## src/rtl/rv32_mem_arbiter.sv

```systemverilog
// Two-port (instruction fetch / data) arbiter onto a single-port memory bus.
// Data has priority, bounded by a fetch starvation counter; every access is guarded by a timeout.
module rv32_mem_arbiter #(
    parameter int unsigned STARVE_LIMIT = 4,
    parameter int unsigned RESP_TIMEOUT = 64,
    parameter logic [31:0] ERR_DATA     = 32'hDEADBEEF
) (
    input  logic        clk,
    input  logic        rst_n,
    input  logic        if_req,
    input  logic [31:0] if_addr,
    output logic [31:0] if_rdata,
    output logic        if_valid,
    output logic        if_stall,
    input  logic        d_req,
    input  logic        d_we,
    input  logic [31:0] d_addr,
    input  logic [31:0] d_wdata,
    output logic [31:0] d_rdata,
    output logic        d_valid,
    output logic        d_stall,
    output logic        bus_req,
    output logic        bus_we,
    output logic [31:0] bus_addr,
    output logic [31:0] bus_wdata,
    input  logic        bus_ready,
    input  logic        bus_rvalid,
    input  logic [31:0] bus_rdata,
    output logic        bus_err
);

    typedef enum logic [1:0] {
        IDLE = 2'd0,
        ADDR = 2'd1,
        RESP = 2'd2
    } state_e;

    localparam logic [3:0] STARVE_MAX = 4'(STARVE_LIMIT);
    localparam logic [7:0] WAIT_LAST  = 8'(RESP_TIMEOUT - 1);

    state_e      state_q, state_d;
    logic        owner_q, owner_d;  // 1 = data port owns the bus
    logic [31:0] addr_q, addr_d;
    logic        we_q, we_d;
    logic [31:0] wdata_q, wdata_d;
    logic [31:0] if_rdata_q, if_rdata_d;
    logic [31:0] d_rdata_q, d_rdata_d;
    logic        if_valid_q, if_valid_d;
    logic        d_valid_q, d_valid_d;
    logic        err_q, err_d;
    logic [3:0]  starve_q, starve_d;
    logic [7:0]  wait_q, wait_d;

    logic        take_d;
    logic        done;
    logic        timeout;

    always_comb begin
        state_d    = state_q;
        owner_d    = owner_q;
        addr_d     = addr_q;
        we_d       = we_q;
        wdata_d    = wdata_q;
        if_rdata_d = if_rdata_q;
        d_rdata_d  = d_rdata_q;
        if_valid_d = 1'b0;
        d_valid_d  = 1'b0;
        err_d      = err_q;
        starve_d   = starve_q;
        wait_d     = wait_q;
        take_d     = 1'b0;
        done       = 1'b0;
        timeout    = 1'b0;

        case (state_q)
            IDLE: begin
                if (if_req || d_req) begin
                    // Data wins unless the waiting fetch has already seen STARVE_LIMIT data grants.
                    take_d  = d_req && ((starve_q < STARVE_MAX) || !if_req);
                    state_d = ADDR;
                    wait_d  = 8'd0;
                    owner_d = take_d;
                    addr_d  = take_d ? d_addr : if_addr;
                    we_d    = take_d && d_we;
                    if (take_d) begin
                        wdata_d = d_wdata;
                    end
                    if (!take_d) begin
                        starve_d = 4'd0;
                    end else if (if_req) begin
                        starve_d = (starve_q >= STARVE_MAX) ? STARVE_MAX : starve_q + 4'd1;
                    end
                end
            end
            ADDR: begin
                if (bus_ready && we_q) begin
                    done = 1'b1;
                end else if (bus_ready) begin
                    state_d = RESP;
                end
            end
            RESP: begin
                done = bus_rvalid;
            end
            default: begin
                state_d = IDLE;
            end
        endcase

        if (state_q == ADDR || state_q == RESP) begin
            // Completion on the last allowed cycle takes precedence over the abort.
            timeout = !done && (wait_q == WAIT_LAST);
            wait_d  = wait_q + 8'd1;
            if (done || timeout) begin
                state_d = IDLE;
                if (owner_q) begin
                    d_valid_d = 1'b1;
                end else begin
                    if_valid_d = 1'b1;
                end
                if (!we_q) begin
                    if (owner_q) begin
                        d_rdata_d = done ? bus_rdata : ERR_DATA;
                    end else begin
                        if_rdata_d = done ? bus_rdata : ERR_DATA;
                    end
                end
                if (timeout) begin
                    err_d = 1'b1;
                end
            end
        end
    end

    always_ff @(posedge clk or negedge rst_n) begin
        if (!rst_n) begin
            state_q    <= IDLE;
            owner_q    <= 1'b0;
            addr_q     <= 32'd0;
            we_q       <= 1'b0;
            wdata_q    <= 32'd0;
            if_rdata_q <= 32'd0;
            d_rdata_q  <= 32'd0;
            if_valid_q <= 1'b0;
            d_valid_q  <= 1'b0;
            err_q      <= 1'b0;
            starve_q   <= 4'd0;
            wait_q     <= 8'd0;
        end else begin
            state_q    <= state_d;
            owner_q    <= owner_d;
            addr_q     <= addr_d;
            we_q       <= we_d;
            wdata_q    <= wdata_d;
            if_rdata_q <= if_rdata_d;
            d_rdata_q  <= d_rdata_d;
            if_valid_q <= if_valid_d;
            d_valid_q  <= d_valid_d;
            err_q      <= err_d;
            starve_q   <= starve_d;
            wait_q     <= wait_d;
        end
    end

    assign bus_req   = (state_q == ADDR);
    assign bus_we    = we_q;
    assign bus_addr  = addr_q;
    assign bus_wdata = wdata_q;
    assign bus_err   = err_q;

    assign if_rdata  = if_rdata_q;
    assign if_valid  = if_valid_q;
    assign if_stall  = if_req && !if_valid_q;
    assign d_rdata   = d_rdata_q;
    assign d_valid   = d_valid_q;
    assign d_stall   = d_req && !d_valid_q;

endmodule
```

## config.mk

```make
export PLATFORM = sky130hd
export DESIGN_NAME = rv32_mem_arbiter
export DESIGN_NICKNAME = d
export VERILOG_FILES = /design/src/rtl/rv32_mem_arbiter.sv
export SDC_FILE = /design/constraint.sdc
export NUM_CORES = 1
export LEC_CHECK = 0
export ABC_AREA = 1
export BUFFER_PORTS_ARGS = -buffer_cell sky130_fd_sc_hd__buf_4
export CAP_MARGIN = 25
export CORE_ASPECT_RATIO = 0.8
export CORE_MARGIN = 1.5
export CORE_UTILIZATION = 54
export CTS_BUF_LIST = sky130_fd_sc_hd__clkbuf_8
export DETAILED_ROUTE_END_ITERATION = 12
export PLACE_DENSITY = 0.88
export SLEW_MARGIN = 20
export SYNTH_ARGS = -nofsm -noshare
export SYNTH_HDL_FRONTEND = slang
export SYNTH_SLANG_ARGS = --single-unit
```

## constraint.sdc

```tcl
create_clock -name clk -period 2.55 [get_ports clk]
set_input_delay 0.255 -clock clk [delete_from_list [all_inputs] [get_ports clk]]
set_output_delay 0.255 -clock clk [all_outputs]
set_load 0.01 [all_outputs]
```

==> results of run 1 <==
==> cell families after synthesis <==
family                   after synthesis  synth area share, %
buffers and inverters                 99                 7.19
flip-flops                           147                 54.5
AND/OR/NAND/NOR                      517                 33.4
AO/OA/AOI/OAI                         47                 3.72
XOR/XNOR                               1                0.130
adder cells (fa/ha/maj)                6                 1.11
==> per-layer routing <==
metal,vias to the layer above,part of all wire (%),track usage [%]
li1,3103,-,-
met1,3057,41,38.0
met2,275,48,48.5
met3,51,7.1,6.64
met4,0,3.0,12.3
met5,-,0,0
==> how the worst max path moves through the flow <==
stage / endpoint / startpoint / slack (ns)
floorplan: d_rdata[14] / state_q[0] / 0.94
global placement: d_rdata[3] / state_q[1] / 0.52
detailed placement: starve_q[1] / state_q[1] / 0.45
CTS: d_rdata[14] / state_q[1] / 0.43
global route: d_rdata[14] / state_q[0] / 0.20
finish: starve_q[1] / state_q[1] / 0.41
==> state kept, by name, summed over array words and instances, names as in the netlist, 2 cells and up <==
name / count
state_q: 2
bus_wdata: 32
bus_addr: 32
d_rdata: 32
wait_q: 8
starve_q: 4
if_rdata: 32
==> stage by stage <==
stage	area [um2]	std cells	worst slack, ns	total power (uW)	hold slack [ns]
after floorplan	6750	817	0.941	6570	-0.0406
after global placement	8800	1220	0.515	8780	0.279
after detailed placement	8800	1220	0.446	8930	0.279
after CTS	9230	1251	0.429	10900	0.0264
after global routing	9240	1252	0.203	11600	0.0237
final	9240	1252	0.409	10900	0.0428
==> synth_stat cells, types with 10 or more instances <==
master    number
buf_2         25
buf_4         10
dfrtp_1      147
inv_1         48
nand2_1      323
nand3_1       89
nand3b_1      24
nand4_1       23
nor2_1        45
o21ai_0       39
==> final cells by class <==
class                           instances  area, um2  area share, %
Clock buffer                           17        234           2.53
Clock inverter                         13        176           1.91
Inverter                               51        191           2.07
Multi-Input combinational cell        571       2590           28.0
Sequential cell                       147       3680           39.8
Tap cell                              171        214           2.32
Timing Repair Buffer                  282       2160           23.3
==> layout by cell type, fill, tap and decap left out, drive strengths merged, types with 6 or more instances in the layout <==
cell	instances
nand2	330
nand3b	24
inv	56
dfrtp	147
nand4	23
nand3	90
clkbuf	17
o21ai	41
buf	281
nor2	49
ha	6
==> worst reg2reg max path: stages, from the launching register on <==
cell     delay, ns
dfrtp_1       0.41
inv_1         0.12
ha_1          0.25
inv_2         0.07
nor2_4        0.11
buf_4         0.57
nand2_1       0.30
nand2_1       0.11
o21ai_0       0.08
==> timing repair <==
item	4_1_cts	5_1_grt
hold buffers	1	0
hold endpoints to repair	62	0
setup endpoints to repair	0	0
==> power breakdown <==
group	internal [uW]	leakage, uW	total (uW)	switching (uW)
Clock	980	0.000198	1900	925
Sequential	3360	0.00185	4020	661
Combinational	2080	0.00306	4930	2850
==> flow_metrics.py, run 1 <==
metrics = {
    "routing": {
        "ant_nets": 0,
        "drtPass1Iterations": 5,
        "wl_per_cell_um": 15.1,
        "drt_iter0_drc": 503,
        "num_vias": 6486,
        "via_per_inst": 5.18,
        "drc": 0,
        "finalWirelength_um": 18900,
    },
    "timing": {
        "fin_crit_ns": 2.14,
        "worstMarginPinSlew_ns": 0.698,
        "slew_viol_final": 0,
        "finalSetupViolCount": 0,
        "finalSetupTns_ns": 0,
        "fin_skew_ns": 0.0107,
        "fin_crit_sh_pct": 84.0,
        "slew_headroom_pct": 53.5,
        "hold_viol": 0,
        "fmax_mhz": 467,
        "rsz0062_at_grt": "false",
    },
    "clock_network": {
        "clock-sinks": 147,
        "cts_tree": "built",
        "insertion_delay_ns": 0.44,
        "cts_root_buf": "clkbuf_8",
        "cts_max_path_buffers": 2,
        "ctsResizeCount": 0,
        "cts_buffers": 17,
        "clk_pin_slew_ns": 0.08,
        "post_cts_buffers": 0,
        "htreeDepth": 4,
    },
    "yosys": {
        "syn_area_per_cell_um2": 8.27,
        "synth_top_area_cell": "dfrtp_1",
        "synth.cell_area_um2": 6750,
        "ys_top_cells_by_area": "dfrtp_1, nand2_1, nand3_1",
        "syn-num-nets": 958,
        "ys_seq_elements": 147,
        "synth_warnings": 0,
        "ys_types": 30,
        "synth_edf_count": 0,
        "synth_ff_type": "dfrtp_1",
        "seq_area_frac_synth_pct": 54.5,
        "synth_top_area_share_pct": 54.5,
        "async_flop_share_pct": 100,
        "netlist_instances": 817,
    },
    "place": {
        "io_buffers": 269,
        "place_hpwl_um": 12900,
        "gp_congestion": 0.843,
    },
    "layout": {
        "layout-drive-gt1-share_pct": 30.2,
        "num_antenna_cells": 0,
        "nNetsFinal": 1211,
        "final_util_pct": 75.7,
        "syn2layout_area_growth_pct": 36.8,
        "n_fill_cell": 890,
    },
    "grt": {
        "grt_usage_pct": 29.4,
        "grt_overflow_total": 0,
        "antenna_found_initial": 0,
        "grt_max_degree": 81,
        "grt_first_pass_wirelength_um": 30300,
        "grt_pass1_vias": 6217,
    },
    "min_path": {
        "holdPathEnd": "bus_wdata[26]",
        "min_path_type": "in -> reg",
        "worstHoldStart": "d_wdata[26]",
        "min_path_cells": 3,
    },
    "setup_path": {
        "crit_chain": "inv_1, ha_1, inv_2, nor2_4, buf_4, nand2_1, nand2_1, o21ai_0",
        "cp_max_fo": 69,
        "cp_slowest_cell": "buf_4",
        "path_depth": 8,
        "crit_arrival_ns": 2.45,
        "worstSetupPathType": "reg -> reg",
        "critPathLaunchType": "flip-flop",
        "worstSetupEndpointType": "flip-flop",
        "path_buf_inv": 3,
        "reg2reg_depth": 8,
        "r2r_setup_slack_ns": 0.41,
        "cpMostUsedCell": "nand2_1",
        "cp.required_ns": 2.86,
        "cpPeakStageDelay_ns": 0.57,
        "r2r-end": "starve_q[1]",
        "crit_family": "buffers and inverters",
        "r2r-start": "state_q[1]",
    },
    "die": {
        "ios": 270,
        "dieWidth_um": 128,
        "die-area_um2": 13200,
        "die_y_um": 103,
        "core_um2": 12200,
        "start_util_pct": 55.3,
        "rows": 36,
    },
    "pwr": {
        "leakage_uw": 0.00510,
        "ir_drop_mv": 0.736,
        "pwr_density_cell_nw_per_um2": 1180,
    },
    "outcome": {
        "status": "completed",
    },
    "job": {
        "cap_violations": 0,
    },
}
No activity file was read; power rests on OpenSTA's default activity.
==> run 2, diff against run 1 <==
--- a/config.mk
+++ b/config.mk
@@ -10,10 +10,10 @@
 export CAP_MARGIN = 25
 export CORE_ASPECT_RATIO = 0.8
 export CORE_MARGIN = 1.5
-export CORE_UTILIZATION = 54
+export CORE_UTILIZATION = 50
 export CTS_BUF_LIST = sky130_fd_sc_hd__clkbuf_8
 export DETAILED_ROUTE_END_ITERATION = 12
-export PLACE_DENSITY = 0.88
+export PLACE_DENSITY = 0.82
 export SLEW_MARGIN = 20
 export SYNTH_ARGS = -nofsm -noshare
 export SYNTH_HDL_FRONTEND = slang
==> constraint.sdc (replaced) <==
create_clock -name clk -period 2.2 [get_ports clk]
set_input_delay 0.22 -clock clk [delete_from_list [all_inputs] [get_ports clk]]
set_output_delay 0.22 -clock clk [all_outputs]
set_load 0.01 [all_outputs]
==> run 2 against run 1 <==
Hold slack got worse by 0.025 ns. Count of clock-buffer cells in the layout did not move. First-iteration DRC count fell by 15%. Sequential power rose by 16%. Clock skew rose by 0.0039 ns. Global-route usage fell by 1.8 points. Fmax rose by 12%. Critical path type unchanged.
==> flow_metrics.py, run 2 (synthesized netlist as in run 1, its figures left out) <==
metrics = {
    "outcome": {
        "status": "completed",
    },
    "routing": {
        "top_layer": "met4",
        "drt_iter0_drc": 429,
        "drc": 0,
        "drtPass1Iterations": 4,
        "dr_wl_met3_um": 1140,
        "ant_nets": 0,
        "finalWirelength_um": 19200,
        "wl_met2_um": 9070,
        "met1Wirelength_um": 8250,
        "num_vias": 6529,
        "wl_per_cell_um": 15.0,
        "via_per_inst": 5.08,
    },
    "grt": {
        "grt_max_degree": 60,
        "grt_pass1_vias": 6319,
        "antenna_found_initial": 0,
        "grt_usage_pct": 27.6,
        "grt_overflow_total": 0,
        "grt_first_pass_wirelength_um": 31300,
    },
    "timing": {
        "finalSetupViolCount": 0,
        "fin_skew_ns": 0.0146,
        "worstMarginPinSlew_ns": 0.447,
        "fin_crit_sh_pct": 87.1,
        "fin_crit_ns": 1.92,
        "rsz0062_at_grt": "false",
        "hold_viol": 0,
        "fmax_mhz": 522,
        "finalSetupTns_ns": 0,
        "slew_viol_final": 0,
        "slew_headroom_pct": 70.2,
    },
    "clock_network": {
        "ctsResizeCount": 0,
        "cts_root_buf": "clkbuf_8",
        "cts_buffers": 17,
        "clock-sinks": 147,
        "insertion_delay_ns": 0.43,
        "cts_max_path_buffers": 2,
        "htreeDepth": 4,
        "clk_pin_slew_ns": 0.08,
        "cts_tree": "built",
    },
    "setup_path": {
        "cp.required_ns": 2.51,
        "crit_arrival_ns": 2.23,
        "critPathLaunchType": "flip-flop",
        "cp_max_fo": 32,
        "worstSetupEndpointType": "flip-flop",
        "worstSetupPathType": "reg -> reg",
    },
    "die": {
        "start_util_pct": 51.9,
        "rows": 37,
        "dieWidth_um": 133,
        "die_y_um": 107,
        "ios": 270,
        "die-area_um2": 14200,
        "core_um2": 13000,
    },
    "place": {
        "io_buffers": 269,
        "placed_area_um2": 8900,
        "place_hpwl_um": 13400,
        "gp_congestion": 0.842,
        "dp_cells": 1233,
    },
    "layout": {
        "layout_commonest_cell": "nand2_1",
        "layout-drive-gt1-share_pct": 30.1,
        "syn2layout_area_growth_pct": 40.1,
        "final_cells": 1284,
        "finalInstanceArea_um2": 9460,
        "num_antenna_cells": 0,
        "nNetsFinal": 1237,
        "final_cell_mix": "nand2_1, buf_4, dfrtp_1",
    },
    "pwr": {
        "pwr-share-comb_pct": 46.6,
        "ir_drop_mv": 0.647,
        "seqPwrFrac_pct": 37.4,
        "leakage_uw": 0.00521,
        "swShare_pct": 41.2,
        "p_int_uw": 7340,
        "p_clk_share_pct": 16.0,
        "switching_power_uw": 5150,
        "pwr_density_cell_nw_per_um2": 1320,
    },
    "job": {
        "cap_violations": 0,
    },
    "min_path": {
        "min_path_type": "in -> reg",
    },
}
==> run 2: worst max-delay path, cell delays in order (launching register included) <==
cell and delay (ns):
dfrtp_1 0.40, inv_1 0.09, ha_1 0.36, nand2_1 0.07, nor2_1 0.11, nand2_2 0.09, nand2_4 0.20, nand2_4 0.28
nand2_1 0.15, nand2_1 0.06
==> run 2: timing repair <==
action | in CTS | in global routing
hold endpoints to repair | 61 | 1
hold buffers | 18 | 1
setup buffers | 0 | 0
==> run 2: final timing paths <==
kind | end | depth (start not counted) | slack [ns] | from
max | d_rdata[27] | 9 | 0.28 | state_q[0]
min | bus_wdata[29] | 3 | 0.02 | d_wdata[29]
max reg2reg | d_rdata[27] | 9 | 0.28 | state_q[0]
min reg2reg | if_rdata[3] | 2 | 0.48 | if_rdata[3]
max in group asynchronous | if_rdata[23] | 3 | 1.24 | rst_n
min in group asynchronous | bus_wdata[13] | 2 | 0.27 | rst_n
==> run 2: power groups by stage <==
stage	registers, uW	logic (uW)	clock network [uW]
floorplan	5080	2540	0
global placement	4670	5660	0
detailed placement	4680	5830	0
CTS	4660	5840	2050
global route	4810	6410	2180
finish	4680	5820	2000
==> run 2: area by class of cell <==
cell class	count	area [um2]
Sequential cell	147	3680
Clock inverter	15	135
Multi-Input combinational cell	571	2590
Tap cell	175	219
Timing Repair Buffer	308	2410
Inverter	51	191
Clock buffer	17	234
Fill cell	1013	3550
==> run 2: per-stage QoR <==
stage	util [%]	power [uW]	hold WS (ns)	setup slack [ns]
floorplan	-	7620	-0.0756	0.591
detailed placement	68.4	10500	0.183	0.301
finish	72.7	12500	0.0180	0.284
global placement	68.4	10300	0.181	0.375
global route	72.7	13400	0.0174	0.0786
CTS	72.7	12600	0.00176	0.285
==> run 2: layer usage <==
metal / global-route usage [%] / up-vias
li1: - / 3159
met1: 37.2 / 3065
met2: 43.6 / 248
met3: 5.11 / 57
met4: 13.0 / 0
met5: 0 / -
==> run 3, diff against run 2 <==
--- a/config.mk
+++ b/config.mk
@@ -6,10 +6,10 @@
 export NUM_CORES = 1
 export LEC_CHECK = 0
 export ABC_AREA = 1
-export BUFFER_PORTS_ARGS = -buffer_cell sky130_fd_sc_hd__buf_4
+export BUFFER_PORTS_ARGS = -buffer_cell sky130_fd_sc_hd__buf_2
 export CAP_MARGIN = 25
 export CORE_ASPECT_RATIO = 0.8
-export CORE_MARGIN = 1.5
+export CORE_MARGIN = 4
 export CORE_UTILIZATION = 50
 export CTS_BUF_LIST = sky130_fd_sc_hd__clkbuf_8
 export DETAILED_ROUTE_END_ITERATION = 12
==> run 3 against run 2 <==
First-iteration DRC count decreased by 1.2%. Routed wire length increased by 1.4%. Power decreased by 4.0%. Critical path type unchanged.
==> flow_metrics.py, run 3 (synthesized netlist as in run 1, its figures left out) <==
metrics = {
    "clock_network": {
        "cts_buffers": 17,
        "clk_pin_slew_ns": 0.10,
        "post_cts_buffers": 0,
        "clock-sinks": 147,
        "insertion_delay_ns": 0.43,
        "htreeDepth": 4,
        "cts_max_path_buffers": 2,
        "cts_root_buf": "clkbuf_8",
        "cts_tree": "built",
    },
    "setup_path": {
        "critPathLaunchType": "flip-flop",
        "worstSetupEndpointType": "flip-flop",
        "cp_slowest_cell": "dfrtp_1",
        "r2r_setup_slack_ns": 0.27,
        "crit_arrival_ns": 2.25,
        "reg2reg_depth": 9,
        "crit_chain": "inv_1, ha_1, nand3_1, nand2_2, nand2_2, nand2_4, nand2_4, nand2_1, nand2_1",
        "crit_family": "simple AND/OR/NAND/NOR gates",
        "path_buf_inv": 1,
        "cpPeakStageDelay_ns": 0.42,
        "cp.required_ns": 2.52,
        "worstSetupPathType": "reg -> reg",
        "r2r-start": "state_q[1]",
        "r2r-end": "d_rdata[5]",
        "cp_max_fo": 32,
    },
    "min_path": {
        "worstHoldStart": "d_wdata[18]",
        "holdPathEnd": "bus_wdata[18]",
        "min_path_type": "in -> reg",
        "min_path_cells": 3,
    },
    "timing": {
        "finalSetupTns_ns": 0,
        "slew_headroom_pct": 61.0,
        "fin_skew_ns": 0.0165,
        "fin_crit_sh_pct": 87.9,
        "rsz0062_at_grt": "false",
        "fin_crit_ns": 1.93,
        "worstMarginPinSlew_ns": 0.586,
        "finalSetupViolCount": 0,
        "final.setup.worst_slack_ns": 0.267,
        "fmax_mhz": 517,
        "slew_viol_final": 0,
        "hold_viol": 0,
    },
    "place": {
        "pre_cts_slack_ns": 0.288,
        "place_hpwl_um": 13500,
        "io_buffers": 269,
        "gp_congestion": 0.850,
    },
    "grt": {
        "grt_overflow_total": 0,
        "grt_max_degree": 64,
        "grt_first_pass_wirelength_um": 31400,
        "grt_pass1_vias": 6428,
        "antenna_found_initial": 0,
        "grt_usage_pct": 25.4,
    },
    "routing": {
        "num_vias": 6573,
        "drc": 0,
        "drtPass1Iterations": 5,
        "drt_iter0_drc": 424,
        "ant_nets": 0,
        "finalWirelength_um": 19500,
        "via_per_inst": 5.08,
        "wl_per_cell_um": 15.0,
    },
    "job": {
        "cap_violations": 0,
    },
    "die": {
        "start_util_pct": 51.7,
        "core_um2": 13100,
        "dieWidth_um": 138,
        "die_y_um": 112,
        "ios": 270,
        "rows": 37,
        "die-area_um2": 15400,
    },
    "pwr": {
        "ir_drop_mv": 0.784,
        "leakage_uw": 0.00510,
        "pwr_density_cell_nw_per_um2": 1340,
    },
    "layout": {
        "nNetsFinal": 1248,
        "layout-drive-gt1-share_pct": 30.4,
        "final_cell_mix": "nand2_1, buf_2, dfrtp_1",
        "syn2layout_area_growth_pct": 32.7,
        "layout_commonest_cell": "nand2_1",
        "num_antenna_cells": 0,
    },
    "outcome": {
        "status": "completed",
    },
}
==> run 3: worst max-delay path by stage <==
stage,startpoint,endpoint,slack [ns],depth (start not counted)
finish,state_q[1],d_rdata[5],0.27,9
global route,state_q[1],d_rdata[30],0.1,9
CTS,state_q[1],d_rdata[5],0.28,9
detailed placement,state_q[1],d_rdata[5],0.29,9
global placement,state_q[0],d_rdata[6],0.38,9
floorplan,state_q[0],d_rdata[14],0.59,11
==> run 3: what timing repair did <==
item / in CTS / in global routing
gates resized for setup: 0 / 0
endpoints found under the hold margin: 87 / 0
hold buffers: 27 / 0
==> run 3: layout make-up <==
class,count,area (um2)
clock buffer,18,248
clock inverter,14,160
fill,1084,4100
inverter,51,191
multi-input combinational,571,2590
sequential,147,3680
tap,175,219
timing repair buffer,319,1870
==> run 3: where the power goes <==
group / internal, uW / leakage [uW] / switching (uW) / total (uW)
sequential: 3890 / 0.00185 / 732 / 4620
clock: 990 / 0.000206 / 1160 / 2150
combinational: 1940 / 0.00305 / 3290 / 5220
==> run 3: per-layer routing <==
layer	vias up	track usage, %	wire (um)
met2	246	41.1	9500
met1	3108	33.9	8220
met3	31	6.23	1390
met4	0	7.70	366
met5	-	0	0
li1	3188	-	-
==> run 3: per-stage QoR <==
step	hold WS [ns]	power, uW	cells	util (%)	area (um2)
after floorplan	-0.0756	7620	817	-	6750
after global placement	0.236	9680	1236	63.4	8280
after detailed placement	0.239	9840	1236	63.4	8280
after CTS	0.00344	12100	1295	68.6	8960
after global routing	0.0201	12900	1295	68.6	8960
final	0.0399	12000	1295	68.6	8960
==> run 3: worst register-to-register path: stages, from the launching register on <==
cell	delay [ns]
dfrtp_1	0.42
inv_1	0.11
ha_1	0.21
nand3_1	0.11
nand2_2	0.23
nand2_2	0.12
nand2_4	0.16
nand2_4	0.24
nand2_1	0.17
nand2_1	0.07
